$ cat src/rtl/ddr4_phy_pkg.sv
// Shared DDR4 PHY definitions: CA delay sequencer states and IOD lane tap constants.
// Latency: n/a (types and constants only).
// Backpressure: n/a.
package ddr4_phy_pkg;

   // Default tap counter width of the IOD delay lines.
   localparam int CA_TAP_W = 8;

   // Highest legal tap and the static TX delay the IOD restores on LOAD/reset.
   localparam int CA_MAX_TAP     = 255;
   localparam int CA_DEFAULT_TAP = 1;

   // Sequencer states of ddr4_ca_txdly_ctrl.
   typedef enum logic [2:0] {
      CA_IDLE  = 3'd0,
      CA_LOAD  = 3'd1,
      CA_LWAIT = 3'd2,
      CA_STEP  = 3'd3,
      CA_GAP   = 3'd4,
      CA_DONE  = 3'd5
   } ca_dly_state_t;

endpackage

$ cat src/rtl/ddr4_ca_txdly_ctrl.sv
// Steps one CA lane IOD transmit delay line to a requested tap (optional reload first).
// Latency: DONE 1+N*(1+MOVE_GAP) cycles after accept, plus 1+LOAD_WAIT with reload.
// Backpressure: REQ_READY low while busy; requester holds REQ_VALID until accepted.
module ddr4_ca_txdly_ctrl
   import ddr4_phy_pkg::*;
#(
   parameter int TAP_W       = CA_TAP_W,
   parameter int MAX_TAP     = CA_MAX_TAP,
   parameter int DEFAULT_TAP = CA_DEFAULT_TAP,
   parameter int MOVE_GAP    = 4,
   parameter int LOAD_WAIT   = 8
) (
   input  logic             FAB_CLK,
   input  logic             ARST,
   input  logic             REQ_VALID,
   output logic             REQ_READY,
   input  logic [TAP_W-1:0] REQ_TAP,
   input  logic             REQ_LOAD,
   output logic             DONE,
   output logic             ERR,
   output logic [TAP_W-1:0] CUR_TAP,
   output logic             DELAY_LINE_MOVE,
   output logic             DELAY_LINE_DIRECTION,
   output logic             DELAY_LINE_LOAD,
   input  logic             DELAY_LINE_OUT_OF_RANGE
);

   localparam int CNT_MAX = (MOVE_GAP > LOAD_WAIT) ? MOVE_GAP : LOAD_WAIT;
   localparam int CNT_W   = $clog2(CNT_MAX + 1);

   localparam logic [TAP_W-1:0] MAX_T     = TAP_W'(MAX_TAP);
   localparam logic [TAP_W-1:0] DEF_T     = TAP_W'(DEFAULT_TAP);
   localparam logic [TAP_W-1:0] ONE_T     = TAP_W'(1);
   localparam logic [CNT_W-1:0] GAP_CNT   = CNT_W'(MOVE_GAP);
   localparam logic [CNT_W-1:0] LWAIT_CNT = CNT_W'(LOAD_WAIT);
   localparam logic [CNT_W-1:0] ONE_C     = CNT_W'(1);

   ca_dly_state_t    state_q;
   logic [TAP_W-1:0] tgt_q;
   logic [TAP_W-1:0] cur_q;
   logic [CNT_W-1:0] cnt_q;
   logic             dir_q;
   logic             err_q;
   logic             done_q;
   logic             move_q;
   logic             load_q;
   logic             rdy_q;

   logic [TAP_W-1:0] req_tgt;
   logic             step_blocked;

   // Clamp the requested tap and detect a step that would leave 0..MAX_TAP.
   always_comb begin
      req_tgt      = (REQ_TAP > MAX_T) ? MAX_T : REQ_TAP;
      step_blocked = dir_q ? (cur_q >= MAX_T) : (cur_q == '0);
   end

   // Sequencer: IOD pulses are registered one cycle after the state that owns them,
   // so DIRECTION (updated on entry to STEP) always leads MOVE by a cycle.
   always_ff @(posedge FAB_CLK or posedge ARST) begin
      if (ARST) begin
         state_q <= CA_IDLE;
         tgt_q   <= DEF_T;
         cur_q   <= DEF_T;
         cnt_q   <= '0;
         dir_q   <= 1'b0;
         err_q   <= 1'b0;
         done_q  <= 1'b0;
         move_q  <= 1'b0;
         load_q  <= 1'b0;
         rdy_q   <= 1'b1;
      end else begin
         done_q <= 1'b0;
         move_q <= 1'b0;
         load_q <= 1'b0;
         case (state_q)
            CA_IDLE: begin
               if (REQ_VALID) begin
                  tgt_q <= req_tgt;
                  err_q <= 1'b0;
                  dir_q <= (req_tgt > cur_q);
                  rdy_q <= 1'b0;
                  if (REQ_LOAD) begin
                     state_q <= CA_LOAD;
                  end else if (req_tgt == cur_q) begin
                     state_q <= CA_DONE;
                  end else begin
                     state_q <= CA_STEP;
                  end
               end
            end
            CA_LOAD: begin
               load_q  <= 1'b1;
               cur_q   <= DEF_T;
               cnt_q   <= LWAIT_CNT;
               state_q <= CA_LWAIT;
            end
            CA_LWAIT: begin
               if (cnt_q <= ONE_C) begin
                  cnt_q   <= '0;
                  dir_q   <= (tgt_q > cur_q);
                  state_q <= (tgt_q == cur_q) ? CA_DONE : CA_STEP;
               end else begin
                  cnt_q <= cnt_q - ONE_C;
               end
            end
            CA_STEP: begin
               if (step_blocked) begin
                  err_q   <= 1'b1;
                  state_q <= CA_DONE;
               end else begin
                  move_q  <= 1'b1;
                  cur_q   <= dir_q ? (cur_q + ONE_T) : (cur_q - ONE_T);
                  cnt_q   <= GAP_CNT;
                  state_q <= CA_GAP;
               end
            end
            CA_GAP: begin
               if (cnt_q <= ONE_C) begin
                  cnt_q <= '0;
                  if (DELAY_LINE_OUT_OF_RANGE) begin
                     // The IOD refused the last move: undo it in the tracked tap.
                     err_q   <= 1'b1;
                     cur_q   <= dir_q ? (cur_q - ONE_T) : (cur_q + ONE_T);
                     state_q <= CA_DONE;
                  end else if (cur_q == tgt_q) begin
                     state_q <= CA_DONE;
                  end else begin
                     state_q <= CA_STEP;
                  end
               end else begin
                  cnt_q <= cnt_q - ONE_C;
               end
            end
            CA_DONE: begin
               done_q  <= 1'b1;
               rdy_q   <= 1'b1;
               state_q <= CA_IDLE;
            end
            default: begin
               rdy_q   <= 1'b1;
               state_q <= CA_IDLE;
            end
         endcase
      end
   end

   // Drive outputs straight from registers.
   always_comb begin
      REQ_READY            = rdy_q;
      DONE                 = done_q;
      ERR                  = err_q;
      CUR_TAP              = cur_q;
      DELAY_LINE_MOVE      = move_q;
      DELAY_LINE_DIRECTION = dir_q;
      DELAY_LINE_LOAD      = load_q;
   end

endmodule

$ cat config.mk
export PLATFORM = sky130hd
export DESIGN_NAME = ddr4_ca_txdly_ctrl
export DESIGN_NICKNAME = d
export VERILOG_FILES = /design/src/rtl/ddr4_phy_pkg.sv /design/src/rtl/ddr4_ca_txdly_ctrl.sv
export SDC_FILE = /design/constraint.sdc
export NUM_CORES = 1
export LEC_CHECK = 0
export BUFFER_PORTS_ARGS = -buffer_cell sky130_fd_sc_hd__buf_2
export CAP_MARGIN = 10
export CORE_MARGIN = 4
export CORE_UTILIZATION = 53
export DETAILED_ROUTE_END_ITERATION = 8
export PLACE_DENSITY = 0.86
export SLEW_MARGIN = 10
export SYNTH_ARGS = -nofsm -noshare
export SYNTH_HDL_FRONTEND = slang
export SYNTH_SLANG_ARGS = --single-unit
$ cat constraint.sdc
create_clock -name FAB_CLK -period 2.1 [get_ports FAB_CLK]
set_clock_uncertainty 0.15 [all_clocks]
set_input_delay 0.525 -clock FAB_CLK [delete_from_list [all_inputs] [get_ports FAB_CLK]]
set_output_delay 0.525 -clock FAB_CLK [all_outputs]
set_load 0.01 [all_outputs]
# Word-level counts from Yosys, hierarchy flattened
# Index checks and enable logic that the tools add are counted.
# totals
reg_bits	29
in_bits	13
out_inout_bits	14
# op_classes
add_sub_neg	3
magnitude_cmp	5
n_eq_ne	14
n_mux	34
n_bitwise	1
n_reduce_logical	15
# ops
operator	count
$mux 8	6
$eq 8x8->1	3
$mux 3	8
$pmux 8 s3	1
$gt 8x8->1	2
$pmux 3 s5	1
$mux 1	12
$ne 2x2->1 const B	6
$pmux 4 s3	1
$reduce_bool 3->1	3
$add 8x1->8 const B	1
$ge 8x8->1 const B	1
$gt 8x8->1 const B	1
$logic_not 8->1	1
$mux 4	2
$sub 8x1->8 const B	1
$eq 3x2->1 const B	2
$eq 3x3->1 const B	2
$reduce_and 2->1	3
$reduce_and 3->1	2
$reduce_and 5->1	1
$le 4x1->1 const B	1
$pmux 1 s2	2
$reduce_and 4->1	1
8 further kinds	8

# Logic depth before layout (Yosys ltp)
# logic_depth
ltp_word	7
mapped_depth	8

# Least setup slack after synthesis
# Ideal clock, no wire load.
# synth_path
path_type	register -> register
start	register cur_q[0], in the netlist CUR_TAP[0]
end	register cur_q[3], in the netlist CUR_TAP[3]
arrival_time_ns	1.860
required_ns	1.828
slack_ns	-0.032
path_stages_with_launch	8
path_buffers	0
period_less_slack_ns	2.132
path_cell_list	dfstp_2 inv_1 ha_1 nand2b_1 nor4_4 o32ai_2 o21ai_0 a32o_1
# synth_between
elab_chain_cells	5
word_cells_on_any_way	13
cone_classes	2 x add/sub; 1 x order compare; 1 x eq/ne; 7 x mux; 2 x reduce/logical
# synth_lines
item	line	text
from (decl)	ddr4_ca_txdly_ctrl.sv:40	logic [TAP_W-1:0] cur_q;
from (signal assigned)	ddr4_ca_txdly_ctrl.sv:113	cur_q <= dir_q ? (cur_q + ONE_T) : (cur_q - ONE_T);
from (signal assigned)	ddr4_ca_txdly_ctrl.sv:124	cur_q <= dir_q ? (cur_q - ONE_T) : (cur_q + ONE_T);
$add 8x1->8 / $sub 8x1->8 (equally long branches)	ddr4_ca_txdly_ctrl.sv:113, ddr4_ca_txdly_ctrl.sv:124	
$mux 8	ddr4_ca_txdly_ctrl.sv:124	
$mux 8	ddr4_ca_txdly_ctrl.sv:121	if (DELAY_LINE_OUT_OF_RANGE) begin
$mux 8	ddr4_ca_txdly_ctrl.sv:119	if (cnt_q <= ONE_C) begin
$pmux 8 s3	ddr4_ca_txdly_ctrl.sv:76	case (state_q)
# Parallel ways exist; a longest one is shown, timed or not. The select of a mux whose other input is x is not followed.
# A chain may end at the register's enable or synchronous reset.

# Final worst setup path
# layout_path
start	register cur_q[2], in the netlist CUR_TAP[2]
end	register cur_q[7], in the netlist CUR_TAP[7]
# Same word-level chain as after synthesis.

==> summary.txt <==
Power and ir drop
  – Pwr/cell area: 1500 nW/um^2
  – Max VDD drop: 0.000730 V
  – Lkg Pwr: 0.00128 uW
  – Total power: 4150 uW

Finish
  – Non-Filler Instances: 368
  – Storage element area: 731 um^2
  – Multi-input logic area: 1430 um^2
  – Area added between synthesis and finish: 22.2%
  – Number of diodes: 0
  – Filler instances: 302
  – Fraction of layout cells with a size suffix above 1: 27.4%
  – Nets: 351

Critical path
  – CP max stage delay: 0.56 ns
  – RR Endpoint: CUR_TAP[7]
  – Worst setup EP type: flop
  – Data required, critical path: 2.17 ns
  – Crit path buf inv count: 1
  – Critical Setup Path Class: flop to flop
  – Startpoint class of the critical path: flop
  – Worst-path maximum fanout: 6
  – CP Cell Sequence: buf_6, nand2_1, or4_4, or4_1, o21ai_1, a21o_1
  – CP delay by family, top: simple AND/OR/NAND/NOR gates
  – Reg2reg start: CUR_TAP[2]
  – Register-to-register setup slack: 0.06 ns
  – Worst R2R Path Depth: 6
  – Critical-path top delay cell: or4_4
  – Worst Path Arrival: 2.12 ns

Floorplanning
  – Core box area: 4060 um^2
  – Starting Density: 55.8%
  – # IOs: 27
  – Die H: 73.4 um
  – Die ar.: 5390 um^2
  – Die Wd: 73.4 um
  – Row count: 23

Logic synthesis
  – Yosys top cell area share: 28.7%
  – Top cells by area, synth: dfrtp_1 (29%), ha_1 (12%), nand2_1 (6.0%), dfstp_2 (3.5%), a21oi_1 (3.3%)
  – Leading register cell type out of synthesis: dfrtp_1
  – Mapped Nets: 297
  – Asr flop ratio synth: 100%
  – Cell count after synthesis: 263
  – FF+latch count, synth: 29
  – Largest area contributor in the netlist: dfrtp_1
  – Synth cell types: 57
  – Syn Area/Cell: 8.62 um^2
  – Netlist Area Pre-Place: 2270 um^2
  – Yosys warning count: 0
  – Part of the Yosys area used for sequential elements: 32.2%
  – Post-synth top cells: nand2_1 (36), dfrtp_1 (26), ha_1 (21)
  – Number of synthesized flops with an enable pin: 0
  – Cell with the most instances after synthesis: nand2_1

Timing
  – Final setup viols: 0
  – Slew HR: 65.1%
  – Final Cycle Share: 97.3%
  – Fin. max-slew vios: 0
  – Fin. Hold Viols: 0
  – Final min period: 2.04 ns
  – FMAX: 0.489 GHz
  – Fin Hold WS: 0.150 ns
  – Worst Tran Pin Value: 0.510 ns
  – RSZ-0062 raised after global routing: true
  – PnR worst setup slack: 0.0565 ns

Min path
  – Worst Hold Class: input pin to asynchronous set/reset pin

Clock tree
  – Clk pin slew, worst setup/hold paths: 0.06 ns
  – Sink Count: 29
  – Total CTS buffers: 5
  – Root Buffer: clkbuf_8
  – CTS tree: built
  – Clk_lat worst skew: 0.28 ns
  – Max Root-Sink Buffers: 2
  – Htree depth: 2

Drt
  – Post-route ant nets: 0
  – Vias: 2253
  – DRT iter0 DRCs: 252
  – WL final: 6020 um
  – Mean number of vias per cell: 6.12
  – DRC Markers: 0
  – First-pass detailed-route iteration total: 4
  – Post-DR wirelength/cell: 16.3 um

Place
  – Number of port buffers: 26
  – Placed Instances: 355
  – Post-Place Setup Slack: -0.0230 ns
  – Hpwl dp: 4270 um
  – Routability congestion estimate: 0.910

GRT
  – Largest net degree at the start of global routing: 30
  – Number of global-route vias before repair: 2093
  – First-pass GRT wire length: 9840 um
  – Grt total ovfl: 0
  – Initial antenna violation count: 0
  – Total Routing Usage GR: 23.5%

Status
  – Status: completed

Flow run
  – MaxCap Viol Count: 0
logic make-up (layout without fill, tap and decap cells):
kind of cell	Yosys count	count (layout)	share of synthesized area, %
buffers and inverters	30	85	6.51
muxes	4	4	1.93
and+or+nand+nor	97	97	22.5
adders and majority gates	21	21	11.6
xor gates and xnor gates	4	4	1.55
DFF	29	29	32.2
AOI/OAI and AO/OA	78	78	23.7
placed cells by master (no fill, tap or decap), drive strengths merged, types with 8 or more instances in the layout:
cell / count
buf: 59
nand2: 36
clkbuf: 8
nor2: 18
a21oi: 15
ha: 21
o21ai: 16
inv: 18
nor3: 9
dfrtp: 26
sequential cells by signal, summed over array words and instances, names as in the netlist:
| name | flops |
|---|---|
| state_q | 3 |
| DELAY_LINE_MOVE | 1 |
| ERR | 1 |
| DELAY_LINE_LOAD | 1 |
| cnt_q | 4 |
| DONE | 1 |
| tgt_q | 8 |
| CUR_TAP | 8 |
| DELAY_LINE_DIRECTION | 1 |
| REQ_READY | 1 |
tightest hold or removal path: stages:
cell   delay, ns
buf_2       0.09
inv_1       0.04
buf_4       0.33
power by group:
group	switching [uW]	internal, uW	leakage [uW]
logic	1430	1190	0.000873
registers	247	803	0.000366
clock network	212	267	0.0000455
total	1880	2260	0.00128
layout make-up:
type	instances	area share (%)
Multi-Input combinational cell	204	51.7
Sequential cell	29	26.4
Inverter	18	2.44
Clock buffer	8	3.25
Timing Repair Buffer	59	13.9
Tap cell	50	2.26
repair_timing:
action / 4_1_cts / 5_1_grt
endpoints found under the setup margin: 0 / 11
hold buffers: 0 / 0
buffers inserted: 0 / 5
resized for setup: 0 / 13
per-layer routing:
metal	wire, um	vias to the layer above	track usage, %
met5	0	-	0
met4	188	0	7.44
met3	463	21	5.20
met2	2880	106	38.7
met1	2480	1056	30.5
li1	-	1070	-
through the flow:
step	util [%]	setup TNS, ns	cell area (um^2)
2_1_floorplan	-	0	2280
3_3_place_gp	64.2	0	2610
3_5_place_dp	64.2	-0.0230	2610
4_1_cts	66.4	0	2700
5_1_grt	68.2	-0.0416	2770
6_report	68.2	0	2770
worst max-delay path by stage:
stage / to / cells after the start / slack, ns / startpoint
after floorplan: CUR_TAP[3] / 6 / 0.0002 / CUR_TAP[2]
after global placement: DELAY_LINE_DIRECTION / 6 / 0.02 / REQ_TAP[5]
after detailed placement: DELAY_LINE_DIRECTION / 6 / -0.02 / REQ_TAP[5]
after CTS: CUR_TAP[3] / 7 / 0.01 / CUR_TAP[0]
after global routing: DELAY_LINE_DIRECTION / 8 / -0.04 / CUR_TAP[1]
final: CUR_TAP[7] / 6 / 0.06 / CUR_TAP[2]
Note: power is estimated with default switching activity, not from simulation.
